--- src/rtl/c3po_port_arbiter.sv ---
// c3po_port_arbiter: packet-level round-robin arbiter for the shared c3po
// output channel. It grants one enabled, requesting port at a time and holds
// that grant from the first beat through the EOP beat. It aborts a packet that
// runs past MAX_BEATS_P beats, and it counts completed packets in a saturating
// counter.
//
// Ports:
//   sig_clock            clock; all state updates on the rising edge
//   sig_reset_L          asynchronous active-low reset
//   sig_req              per-port packet-ready request
//   sig_ctrl_port_enable per-port arbitration eligibility
//   sig_val              valid beat on the muxed datapath (from the granted port)
//   sig_eop              end of packet, qualified by sig_val
//   sig_out_ready        downstream accepts a beat this cycle
//   sig_grant            one-hot grant; used as the per-port ready
//   sig_grant_id         binary index of the granted port; drives the mux select
//   sig_busy             a grant is active
//   sig_err              one-cycle pulse on a timeout abort
//   sig_pkt_cnt          saturating count of completed packets
module c3po_port_arbiter #(
    parameter int unsigned PORTS_P     = 4,
    parameter int unsigned MAX_BEATS_P = 64,
    parameter int unsigned CNT_SIZE_P  = 8,
    parameter int unsigned ID_W_P      = $clog2(PORTS_P)
) (
    input  logic                  sig_clock,
    input  logic                  sig_reset_L,
    input  logic [PORTS_P-1:0]    sig_req,
    input  logic [PORTS_P-1:0]    sig_ctrl_port_enable,
    input  logic                  sig_val,
    input  logic                  sig_eop,
    input  logic                  sig_out_ready,
    output logic [PORTS_P-1:0]    sig_grant,
    output logic [ID_W_P-1:0]     sig_grant_id,
    output logic                  sig_busy,
    output logic                  sig_err,
    output logic [CNT_SIZE_P-1:0] sig_pkt_cnt
);

    localparam int unsigned BEAT_W = $clog2(MAX_BEATS_P + 1);
    localparam int unsigned SUM_W  = ID_W_P + 1;

    typedef enum logic {
        IDLE = 1'b0,
        BUSY = 1'b1
    } state_t;

    state_t                  state_q, state_d;
    logic [PORTS_P-1:0]      grant_q, grant_d;
    logic [ID_W_P-1:0]       grant_id_q, grant_id_d;
    logic                    busy_q, busy_d;
    logic                    err_q, err_d;
    logic [CNT_SIZE_P-1:0]   pkt_cnt_q, pkt_cnt_d;
    logic [BEAT_W-1:0]       beat_q, beat_d;
    logic [ID_W_P-1:0]       last_ptr_q, last_ptr_d;

    logic [PORTS_P-1:0]      eligible;
    logic                    found;
    logic [ID_W_P-1:0]       winner;
    logic [SUM_W-1:0]        scan_idx;
    logic                    accept;

    // Round-robin search starting just after the last granted port, with wrap
    always_comb begin
        eligible = sig_req & sig_ctrl_port_enable;
        found    = 1'b0;
        winner   = '0;
        scan_idx = '0;
        for (int i = 1; i <= int'(PORTS_P); i++) begin
            scan_idx = SUM_W'(last_ptr_q) + SUM_W'(i);
            if (scan_idx >= SUM_W'(PORTS_P)) begin
                scan_idx = scan_idx - SUM_W'(PORTS_P);
            end
            if (!found && eligible[scan_idx[ID_W_P-1:0]]) begin
                found  = 1'b1;
                winner = scan_idx[ID_W_P-1:0];
            end
        end
    end

    assign accept = busy_q && sig_val && sig_out_ready;

    // Next-state and registered-output logic
    always_comb begin
        state_d    = state_q;
        grant_d    = grant_q;
        grant_id_d = grant_id_q;
        busy_d     = busy_q;
        err_d      = 1'b0;
        pkt_cnt_d  = pkt_cnt_q;
        beat_d     = beat_q;
        last_ptr_d = last_ptr_q;

        case (state_q)
            IDLE: begin
                if (found) begin
                    grant_d         = '0;
                    grant_d[winner] = 1'b1;
                    grant_id_d      = winner;
                    busy_d          = 1'b1;
                    last_ptr_d      = winner;
                    beat_d          = '0;
                    state_d         = BUSY;
                end
            end
            BUSY: begin
                if (accept) begin
                    if (sig_eop) begin
                        grant_d = '0;
                        busy_d  = 1'b0;
                        state_d = IDLE;
                        if (pkt_cnt_q != {CNT_SIZE_P{1'b1}}) begin
                            pkt_cnt_d = pkt_cnt_q + CNT_SIZE_P'(1);
                        end
                    end else if (beat_q == BEAT_W'(MAX_BEATS_P - 1)) begin
                        // This beat would reach the limit without EOP: abort
                        grant_d = '0;
                        busy_d  = 1'b0;
                        err_d   = 1'b1;
                        beat_d  = '0;
                        state_d = IDLE;
                    end else begin
                        beat_d = beat_q + BEAT_W'(1);
                    end
                end
            end
            default: begin
                state_d = IDLE;
                grant_d = '0;
                busy_d  = 1'b0;
            end
        endcase
    end

    // State register
    always_ff @(posedge sig_clock or negedge sig_reset_L) begin
        if (!sig_reset_L) begin
            state_q    <= IDLE;
            grant_q    <= '0;
            grant_id_q <= '0;
            busy_q     <= 1'b0;
            err_q      <= 1'b0;
            pkt_cnt_q  <= '0;
            beat_q     <= '0;
            last_ptr_q <= ID_W_P'(PORTS_P - 1);
        end else begin
            state_q    <= state_d;
            grant_q    <= grant_d;
            grant_id_q <= grant_id_d;
            busy_q     <= busy_d;
            err_q      <= err_d;
            pkt_cnt_q  <= pkt_cnt_d;
            beat_q     <= beat_d;
            last_ptr_q <= last_ptr_d;
        end
    end

    assign sig_grant    = grant_q;
    assign sig_grant_id = grant_id_q;
    assign sig_busy     = busy_q;
    assign sig_err      = err_q;
    assign sig_pkt_cnt  = pkt_cnt_q;

endmodule

--- config.mk ---
export PLATFORM = sky130hd
export DESIGN_NAME = c3po_port_arbiter
export DESIGN_NICKNAME = d
export VERILOG_FILES = /design/src/rtl/c3po_port_arbiter.sv
export SDC_FILE = /design/constraint.sdc
export NUM_CORES = 1
export LEC_CHECK = 0
export ABC_CLOCK_PERIOD_IN_PS = 2700
export BUFFER_PORTS_ARGS = -buffer_cell sky130_fd_sc_hd__buf_4
export CAP_MARGIN = 20
export CORE_ASPECT_RATIO = 1.25
export CORE_MARGIN = 8
export CORE_UTILIZATION = 51
export DETAILED_ROUTE_END_ITERATION = 12
export HOLD_SLACK_MARGIN = 0.02
export PLACE_DENSITY = 0.84
export SKIP_CTS_REPAIR_TIMING = 1
export SLEW_MARGIN = 10
export SYNTH_ARGS = -nofsm -noshare
export SYNTH_HDL_FRONTEND = slang
export SYNTH_SLANG_ARGS = --single-unit
export TNS_END_PERCENT = 100
--- constraint.sdc ---
create_clock -name sig_clock -period 2.7 [get_ports sig_clock]
set_clock_uncertainty 0.15 [all_clocks]
set_input_delay 0.54 -clock sig_clock [delete_from_list [all_inputs] [get_ports sig_clock]]
set_output_delay 0.54 -clock sig_clock [all_outputs]
set_load 0.01 [all_outputs]
# Yosys cells after proc, flatten, opt, wreduce, memory -nomap -nowiden
# Cells that the tools add are included.
# classes
reduce_logical	13
add_sub_neg	10
order_cmp	10
bitwise_logic	2
n_eq_ne	6
n_div	0
muxes	46
shift	0
multipliers	0
# ops
cell	n
$mux 7	4
$mux 1	21
$mux 2	8
$mux 4	4
$lt 2x3->1 const B	5
$pmux 7 s2	1
$ge 3x3->1 const B	4
$add 8x1->8 const B	1
$bmux 1 s2	4
$ne 8x8->1 const B	1
$pmux 4 s2	1
$sub 2x1->2 const B	4
$add 7x1->7 const B	1
$eq 7x6->1 const B	1
$add 2x2->3 const B	2
$logic_and 1x1->1	6
$reduce_and 3->1	2
$and 4x4->4	1
$ne 2x2->1 const B	2
$pmux 1 s2	2
$reduce_and 4->1	1
$add 2x1->3 const B	1
$add 2x3->3 const B	1
$logic_not 1->1	3
other kinds (6)	6
# word_totals
romBits	0
latchBits	0
regBits	26
wordCells	95
ram_bits	0
out_inout_bits	16
in_bits	13
n_memories	0

# Longest topological paths before layout
# Gate-level depths: netlist of run 1.
# depth
word_depth	21
depth_mapped	6
ltp_nobuf	5

# Worst setup path before layout of run 1
# OpenSTA, ideal clock, no wires.
# synth_timing
path_type	reg-to-reg
start	register last_ptr_q[1]
end	register grant_id_q[0] (netlist: sig_grant_id[0])
setup_time_ps	148
stages_incl_launch_ff	6
slack_ps	809
n_path_buf	1
arrival_time_ps	1593
synth_period_minus_slack_ps	1891
t_required_ps	2402
cell_sequence	dfstp_2 buf_4 nand3_2 a32o_1 a222oi_1 a21oi_1
# synth_via
elab_chain_cells	16
word_cells_on_any_way	39
cone_classes	8 x add/sub; 4 x order compare; 20 x mux; 7 x reduce/logical
# synth_lines
item	line	rtl
start, declared	55	logic [ID_W_P-1:0] last_ptr_q, last_ptr_d;
start signal, assigned	145	last_ptr_q <= ID_W_P'(PORTS_P - 1);
start signal, assigned	154	last_ptr_q <= last_ptr_d;
$add 2x1->3	70	scan_idx = SUM_W'(last_ptr_q) + SUM_W'(i);
$ge 3x3->1 or $sub 2x1->2 (tied branches)	71, 72	
$mux 2	71	if (scan_idx >= SUM_W'(PORTS_P)) begin
$bmux 1 s2	74	if (!found && eligible[scan_idx[ID_W_P-1:0]]) begin
$mux 1 (implied by the code)	74	
$mux 1	74	
$logic_not 1->1	74	
$logic_and 1x1->1	74	
$mux 1	74	
$logic_not 1->1	74	
$logic_and 1x1->1	74	
$mux 1	74	
$logic_not 1->1	74	
$logic_and 1x1->1	74	
$mux 1	74	
$reduce_and 2->1 (no line)	--	
end signal, assigned	149	grant_id_q <= grant_id_d;
end, declared	50	logic [ID_W_P-1:0] grant_id_q, grant_id_d;
# Parallel ways exist; a longest one is shown, timed or not. The select of a mux whose other input is x is not followed.
# A chain may end at the register's enable or synchronous reset.

# Final worst setup path of run 1
# layout_timing
start	register last_ptr_q[1]
end	register grant_q[0] (netlist: sig_grant[0])
# layout_via
elab_chain_cells	21
word_cells_on_any_way	47
cone_classes	8 x add/sub; 6 x order compare; 1 x eq/ne; 24 x mux; 8 x reduce/logical
# layout_lines
item	line	rtl
$add 2x1->3	70	
$ge 3x3->1 or $sub 2x1->2 (tied branches)	71, 72	
$mux 2	71	
$bmux 1 s2	74	
$mux 1 (implied by the code)	74	
$mux 1	74	
$logic_not 1->1	74	
$logic_and 1x1->1	74	
[5 not listed]	--	
$logic_and 1x1->1	74	
$mux 2	74	
$lt 2x3->1 (implied by the code) or $ge 2x1->1 (tied branches)	98	grant_d[winner] = 1'b1;
$logic_and 1x1->1 (implied by the code)	98	
$mux 1 (implied by the code)	98	
$demux 1 s2	98	
$mux 4	96	if (found) begin
$pmux 4 s2	94	case (state_q)
end signal, assigned	148	grant_q <= grant_d;
end, declared	49	logic [PORTS_P-1:0] grant_q, grant_d;
# Parallel ways exist; a longest one is shown, timed or not. The select of a mux whose other input is x is not followed.

==> impl_metrics.csv, run 1 <==
group,metric,value,unit
clock_tree,cts_buffers,3,
floorplan,die-area,4530,sq um
power_and_ir_drop,p_switching,0.484,mW
timing,finalCritPeriodShare,0.795,
layout,final_area,1610,sq um
yosys,ys_ff_latch,26,
power_and_ir_drop,switching_share,0.363,
routing,first_iter_violations,42,
power_and_ir_drop,vdd_ir_drop_max,0.000449,V
layout,layout_common_cells,"28 x buf_4, 24 x dfrtp_1, 12 x nand2_1, 12 x nand3_1, 8 x nor2_1",
yosys,ys_async_sr_fraction,1.00,
job,max_cap_viol_count,0,
hold_path,holdPathStages,1,
routing,vias,1121,
placed_design,placed_area,1570,sq um
critical_path,rr_worst_depth,4,
hold_path,hold_class,"reg2reg",
global_route,grt.total_usage,0.143,
yosys,synthFlopType,"dfrtp_1",
timing,max_clock_freq,466,MHz
clock_tree,h-tree-depth,1,
critical_path,critPathArrivalTime,2.26,ns
yosys,synth_enable_flop_cells,0,
power_and_ir_drop,pwr-share-seq,0.491,
global_route,antenna_found_initial,0,
critical_path,worstPathMaxFanout,8,
placed_design,dpl_worst_slack,0.558,ns
yosys,synth_seq_area_share,0.487,
power_and_ir_drop,clock_power_share,0.148,
placed_design,hpwlAfterDp,2.38,mm
yosys,yosysWarnings,0,
layout,final_common_cell,"buf_4",
timing,finalMaxSlewViolations,0,
yosys,synthCells,131,
power_and_ir_drop,p_per_area,829,nW/um^2
power_and_ir_drop,p_comb_frac,0.361,
clock_tree,clock_latency,0.33,ns
power_and_ir_drop,p_total,1.34,mW
timing,tightest_slew,0.833,ns
yosys,synthesis.area,1340,sq um
clock_tree,clk_path_buf_depth,2,
floorplan,initial_core_util,0.515,
clock_tree,clock_sinks,26,
timing,rsz0062_at_grt,"no",
critical_path,path_buf_inv,0,
floorplan,die_x,61.8,microns
timing,layout_setup_ws,0.554,ns
power_and_ir_drop,p_int,0.851,mW
yosys,syn_area_per_cell,10.2,sq um
layout,nets,176,
layout,nFillCells,218,
hold_path,min_to,"beat_q[6]",
run_status,status,"complete, no violations",
global_route,grt_start_max_net_pins,27,
critical_path,cp-end-kind,"flop",
timing,tns,0,ns
critical_path,crit_chain,"nand3_2 > a32o_1 > a222oi_1 > a22o_1",
layout,drive_gt1_frac,0.263,
routing,wl,3.10,mm
layout,n_antenna_cell,0,
critical_path,cpPeakStageDelay,0.70,ns
power_and_ir_drop,leakage,0.741,nW
routing,viasPerCell,5.78,
critical_path,regToRegEndpoint,"sig_grant[0]",
placed_design,gp_congestion,0.771,
yosys,ys_types,46,
critical_path,reg2reg_from,"last_ptr_q[1]",
routing,first_pass_iters,4,
clock_tree,cts.reportedPaths.clkPinSlew,0.13,ns
critical_path,r2r_slack,0.55,ns
critical_path,path_class,"reg2reg",
critical_path,cp_top_family,"compound AO/OA/AOI/OAI gates",
timing,fin_crit,2.15,ns
global_route,grt_pass1_vias,1165,
routing,drc,0,
floorplan,die_h,73.3,microns
yosys,syn_nets,146,
global_route,grt_pass1_wl,4.97,mm
floorplan,rows,21,
floorplan,coreArea,2600,sq um
critical_path,cpMaxStageDelayCell,"a222oi_1",
timing,hold_viol_final,0,
routing,wl_per_cell,16.0,microns
timing,whs,0.348,ns
clock_tree,cts_tree,"yes",
placed_design,numPortBuffers,28,
floorplan,num_io_pins,29,
critical_path,critPathLaunchType,"flop",
layout,syn_to_final_growth,20.3,%
timing,slew_headroom,0.445,
critical_path,required,2.82,ns
clock_tree,cts_root_buf,"clkbuf_4",
hold_path,min_from,"beat_q[6]",
timing,finalSetupViolations,0,
routing,drtAntennaViolNets,0,
global_route,grt_overflow_total,0,
layout make-up:
type,count,area (sq um),area share
well taps,34,42.5,0.0264
multi-input cells,96,641,0.398
inverters,5,18.8,0.0116
repair buffers,29,220,0.137
clock buffers,4,36.3,0.0225
flip-flops and latches,26,653,0.405
metal layers:
| layer | up-vias | part of all wire | GRT usage |
|---|---|---|---|
| li1 | 543 | - | - |
| met1 | 538 | 0.41 | 0.157 |
| met2 | 33 | 0.51 | 0.257 |
| met3 | 7 | 0.058 | 0.0193 |
| met4 | 0 | 0.020 | 0.0635 |
| met5 | - | 0 | 0 |
kinds of logic after synthesis:
family,Yosys count,synth area share
DFF,26,0.487
xor gates and xnor gates,7,0.0458
AOI/OAI and AO/OA,35,0.204
buffers and inverters,9,0.0345
muxes,2,0.0159
adders and majority gates,2,0.0187
and+or+nand+nor,50,0.193
cell usage after synthesis (all sizes together), types with 2 or more instances:
library cell,number,area share
nor3,3,0.011
xor2,4,0.026
ha,2,0.019
inv,5,0.014
a2bb2oi,2,0.013
dfstp,2,0.039
nand4,3,0.014
nor2,8,0.022
a21oi,5,0.019
o21ai,6,0.022
nand3,13,0.052
or3,2,0.0093
xnor2,3,0.020
buf,3,0.018
dfrtp,24,0.45
nand2,12,0.034
a22o,4,0.026
and4,2,0.013
o2bb2ai,2,0.013
a21o,2,0.011
o21a,3,0.017
worst register-to-register path, stage by stage (launching register included):
cell,delay (ns)
dfstp_2,0.64
nand3_2,0.11
a32o_1,0.26
a222oi_1,0.70
a22o_1,0.24
how the worst max path moves through the flow:
| stage | slack (ns) | startpoint | endpoint | cells after the start |
|---|---|---|---|---|
| 2_1_floorplan | 0.81 | last_ptr_q[1] | sig_grant_id[0] | 5 |
| 3_3_place_gp | 0.64 | sig_req[1] | sig_grant[3] | 5 |
| 3_5_place_dp | 0.56 | sig_ctrl_port_enable[0] | sig_grant[0] | 5 |
| 4_1_cts | 0.58 | last_ptr_q[1] | sig_grant[0] | 4 |
| 5_1_grt | 0.47 | state_q | sig_pkt_cnt[4] | 4 |
| 6_report | 0.55 | last_ptr_q[1] | sig_grant[0] | 4 |
per-stage QoR:
stage | utilization | std cells
2_1_floorplan | - | 131
3_3_place_gp | 0.602 | 189
3_5_place_dp | 0.602 | 189
4_1_cts | 0.616 | 193
5_1_grt | 0.620 | 194
6_report | 0.620 | 194
power by group through the flow:
stage | sequential, mW | clock, mW | combinational [mW]
3_3_place_gp | 0.649 | 0 | 0.467
6_report | 0.655 | 0.198 | 0.482
2_1_floorplan | 0.647 | 0 | 0.282
4_1_cts | 0.655 | 0.202 | 0.490
3_5_place_dp | 0.661 | 0 | 0.488
5_1_grt | 0.673 | 0.214 | 0.535
sequential cells by signal, indices dropped and copies added (netlist names):
name	flops
sig_busy	1
last_ptr_q	2
state_q	1
sig_grant_id	2
beat_q	7
sig_grant	4
sig_err	1
sig_pkt_cnt	8
(Power assumes the default switching activity.)
==> inputs of run 2 (changes only) <==
--- a/config.mk
+++ b/config.mk
@@ -5,7 +5,8 @@
 export SDC_FILE = /design/constraint.sdc
 export NUM_CORES = 1
 export LEC_CHECK = 0
-export ABC_CLOCK_PERIOD_IN_PS = 2700
+export ABC_AREA = 1
+export ABC_CLOCK_PERIOD_IN_PS = 2100
 export BUFFER_PORTS_ARGS = -buffer_cell sky130_fd_sc_hd__buf_4
 export CAP_MARGIN = 20
 export CORE_ASPECT_RATIO = 1.25
@@ -13,7 +14,7 @@
 export CORE_UTILIZATION = 51
 export DETAILED_ROUTE_END_ITERATION = 12
 export HOLD_SLACK_MARGIN = 0.02
-export PLACE_DENSITY = 0.84
+export PLACE_DENSITY = 0.82
 export SKIP_CTS_REPAIR_TIMING = 1
 export SLEW_MARGIN = 10
 export SYNTH_ARGS = -nofsm -noshare
==> constraint.sdc (replaced) <==
create_clock -name sig_clock -period 2.1 [get_ports sig_clock]
set_clock_uncertainty 0.15 [all_clocks]
set_input_delay 0.42 -clock sig_clock [delete_from_list [all_inputs] [get_ports sig_clock]]
set_output_delay 0.42 -clock sig_clock [all_outputs]
set_load 0.01 [all_outputs]
==> impl_metrics.csv, run 2 <==
group,metric,value,unit
run_status,status,"complete, no violations",
yosys,synthesis.area,1550,sq um
critical_path,critPathLaunchType,"flop",
layout,n_antenna_cell,0,
critical_path,cpMaxStageDelayCell,"dfstp_2",
global_route,grt.total_usage,0.145,
hold_path,hold_class,"in2reg",
routing,vias,1449,
routing,drtAntennaViolNets,0,
job,max_cap_viol_count,0,
floorplan,num_io_pins,29,
yosys,ys_ff_latch,26,
timing,finalSetupViolations,0,
floorplan,die-area,5080,sq um
timing,tightest_slew,0.323,ns
yosys,synthCells,210,
power_and_ir_drop,p_comb_frac,0.546,
placed_design,numPortBuffers,28,
clock_tree,cts_root_buf,"clkbuf_4",
critical_path,cpPeakStageDelay,0.63,ns
clock_tree,clk_path_buf_depth,2,
layout,final_area,1920,sq um
layout,layout_common_cells,"79 x nand2_1, 35 x buf_4, 25 x nand3_1",
power_and_ir_drop,p_switching,1.14,mW
timing,hold_viol_final,0,
layout,drive_gt1_frac,0.254,
yosys,synth_common_cells,"84 x nand2_1, 25 x nand3_1, 24 x dfrtp_1",
critical_path,crit_chain,"buf_4 > nand2_1 > nand3_1 > nand2_2 > nor2_4 > nand2_2 > o21ai_4 > nand2_2 > nand2_1 > nand2_1",
timing,rsz0062_at_grt,"yes",
timing,fin_crit,1.99,ns
power_and_ir_drop,pwr-share-seq,0.319,
timing,whs,0.322,ns
routing,drc,0,
floorplan,initial_core_util,0.532,
yosys,yosys.area.top_type,"dfrtp_1",
power_and_ir_drop,p_total,2.52,mW
power_and_ir_drop,switching_share,0.453,
power_and_ir_drop,clock_power_share,0.134,
routing,wl,3.52,mm
floorplan,die_x,65.4,microns
layout,syn_to_final_growth,23.9,%
clock_tree,h-tree-depth,1,
clock_tree,cts.reportedPaths.clkPinSlew,0.14,ns
power_and_ir_drop,leakage,1.04,nW
layout,final_common_cell,"nand2_1",
placed_design,hpwlAfterDp,2.73,mm
layout,nets,264,
yosys,ys_async_sr_fraction,1.00,
clock_tree,clock_sinks,26,
timing,slew_headroom,0.783,
floorplan,coreArea,2920,sq um
clock_tree,clock_latency,0.32,ns
placed_design,gp_congestion,0.924,
power_and_ir_drop,p_per_area,1310,nW/um^2
global_route,grt_start_max_net_pins,27,
yosys,syn_area_per_cell,7.39,sq um
yosys,yosysWarnings,0,
global_route,grt_pass1_vias,1537,
routing,first_iter_violations,110,
critical_path,path_class,"reg2reg",
floorplan,rows,22,
routing,viasPerCell,5.10,
global_route,grt_pass1_wl,6.20,mm
timing,finalCritPeriodShare,0.949,
yosys,syn_nets,225,
global_route,grt_overflow_total,0,
critical_path,required,2.18,ns
yosys,synth_enable_flop_cells,0,
routing,first_pass_iters,4,
power_and_ir_drop,p_int,1.38,mW
yosys,synth_top_area_share,0.387,
clock_tree,cts_tree,"yes",
yosys,netlist_top_cells_area,"dfrtp_1 39%, nand2_1 20%, nand3_1 8.1%",
floorplan,die_h,77.7,microns
yosys,yosysMostFrequentCell,"nand2_1",
yosys,synthFlopType,"dfrtp_1",
routing,wl_per_cell,12.4,microns
yosys,synth_seq_area_share,0.421,
critical_path,critPathArrivalTime,2.07,ns
timing,max_clock_freq,502,MHz
critical_path,worstPathMaxFanout,6,
clock_tree,cts_buffers,3,
layout,nFillCells,255,
placed_design,placed_area,1820,sq um
yosys,ys_types,27,
timing,finalMaxSlewViolations,0,
critical_path,cp-end-kind,"flop",
power_and_ir_drop,vdd_ir_drop_max,0.000773,V
layout,largest_reg_flops,8,
global_route,antenna_found_initial,0,
-- run 2: cell types whose count changed in the layout (fill, tap and decap cells not counted), moves of 3 or more --
cell,change
a22o_1,-4
nand2_1,+67
nor2_1,+6
a21oi_1,-5
nand2_2,+9
inv_1,+10
nor2_2,+3
buf_4,+7
nand3_1,+13
-- run 2: layout make-up --
type                       instances  area, sq um  area share
clock buffer                       3         22.5      0.0117
tap                               36         45.0      0.0234
clock inverter                     1         30.0      0.0156
multi-input combinational        164          825       0.429
inverter                          18         75.1      0.0390
sequential                        26          653       0.340
timing repair buffer              36          273       0.142
-- run 2: path summary, 6_finish.rpt --
check | from | to | slack (ns) | cells past startpoint
worst min register to register | sig_grant[2] | sig_grant[2] | 0.36 | 2
max in group asynchronous | sig_reset_L | last_ptr_q[0] | 1.13 | 2
worst max register to register | last_ptr_q[0] | beat_q[1] | 0.11 | 10
worst min-delay path | sig_eop | sig_err | 0.32 | 4
min in group asynchronous | sig_reset_L | sig_pkt_cnt[0] | 0.38 | 2
worst max-delay path | last_ptr_q[0] | beat_q[1] | 0.11 | 10
-- run 2: critical path, delay by kind of cell, from the launching register on --
family | cells | cell delay, ns
buf+inv | 1 | 0.16
flops | 1 | 0.63
compound gates | 1 | 0.20
simple gates | 8 | 0.76
-- run 2: routing by layer --
| metal | routed length (microns) | global-route usage | vias to the layer above |
|---|---|---|---|
| li1 | - | - | 748 |
| met1 | 1440 | 0.155 | 667 |
| met2 | 1840 | 0.264 | 28 |
| met3 | 167 | 0.0302 | 6 |
| met4 | 63 | 0.0656 | 0 |
| met5 | 0 | 0 | - |
-- run 2: power groups by stage --
stage / Sequential [mW] / Combinational (mW) / Clock, mW
after floorplan: 0.817 / 0.901 / 0
after global placement: 0.813 / 1.26 / 0
after detailed placement: 0.818 / 1.28 / 0
after CTS: 0.809 / 1.29 / 0.344
after global routing: 0.825 / 1.55 / 0.355
final: 0.804 / 1.37 / 0.338
-- run 2: metrics by stage --
step                setup WS, ns  setup TNS [ns]  instances   util
floorplan                  0.281               0        210      -
global placement           0.155               0        276  0.623
finish                     0.107               0        284  0.659
detailed placement         0.141               0        276  0.623
global route             -0.0134         -0.0134        284  0.659
CTS                        0.112               0        280  0.642
-- run 2: logic make-up after synthesis --
group / share of synthesized area
flip-flops: 0.421
XOR/XNOR: 0.0508
AND/OR/NAND/NOR: 0.402
buffers and inverters: 0.0637
AO/OA/AOI/OAI: 0.0467
adder cells (fa/ha/maj): 0.0161
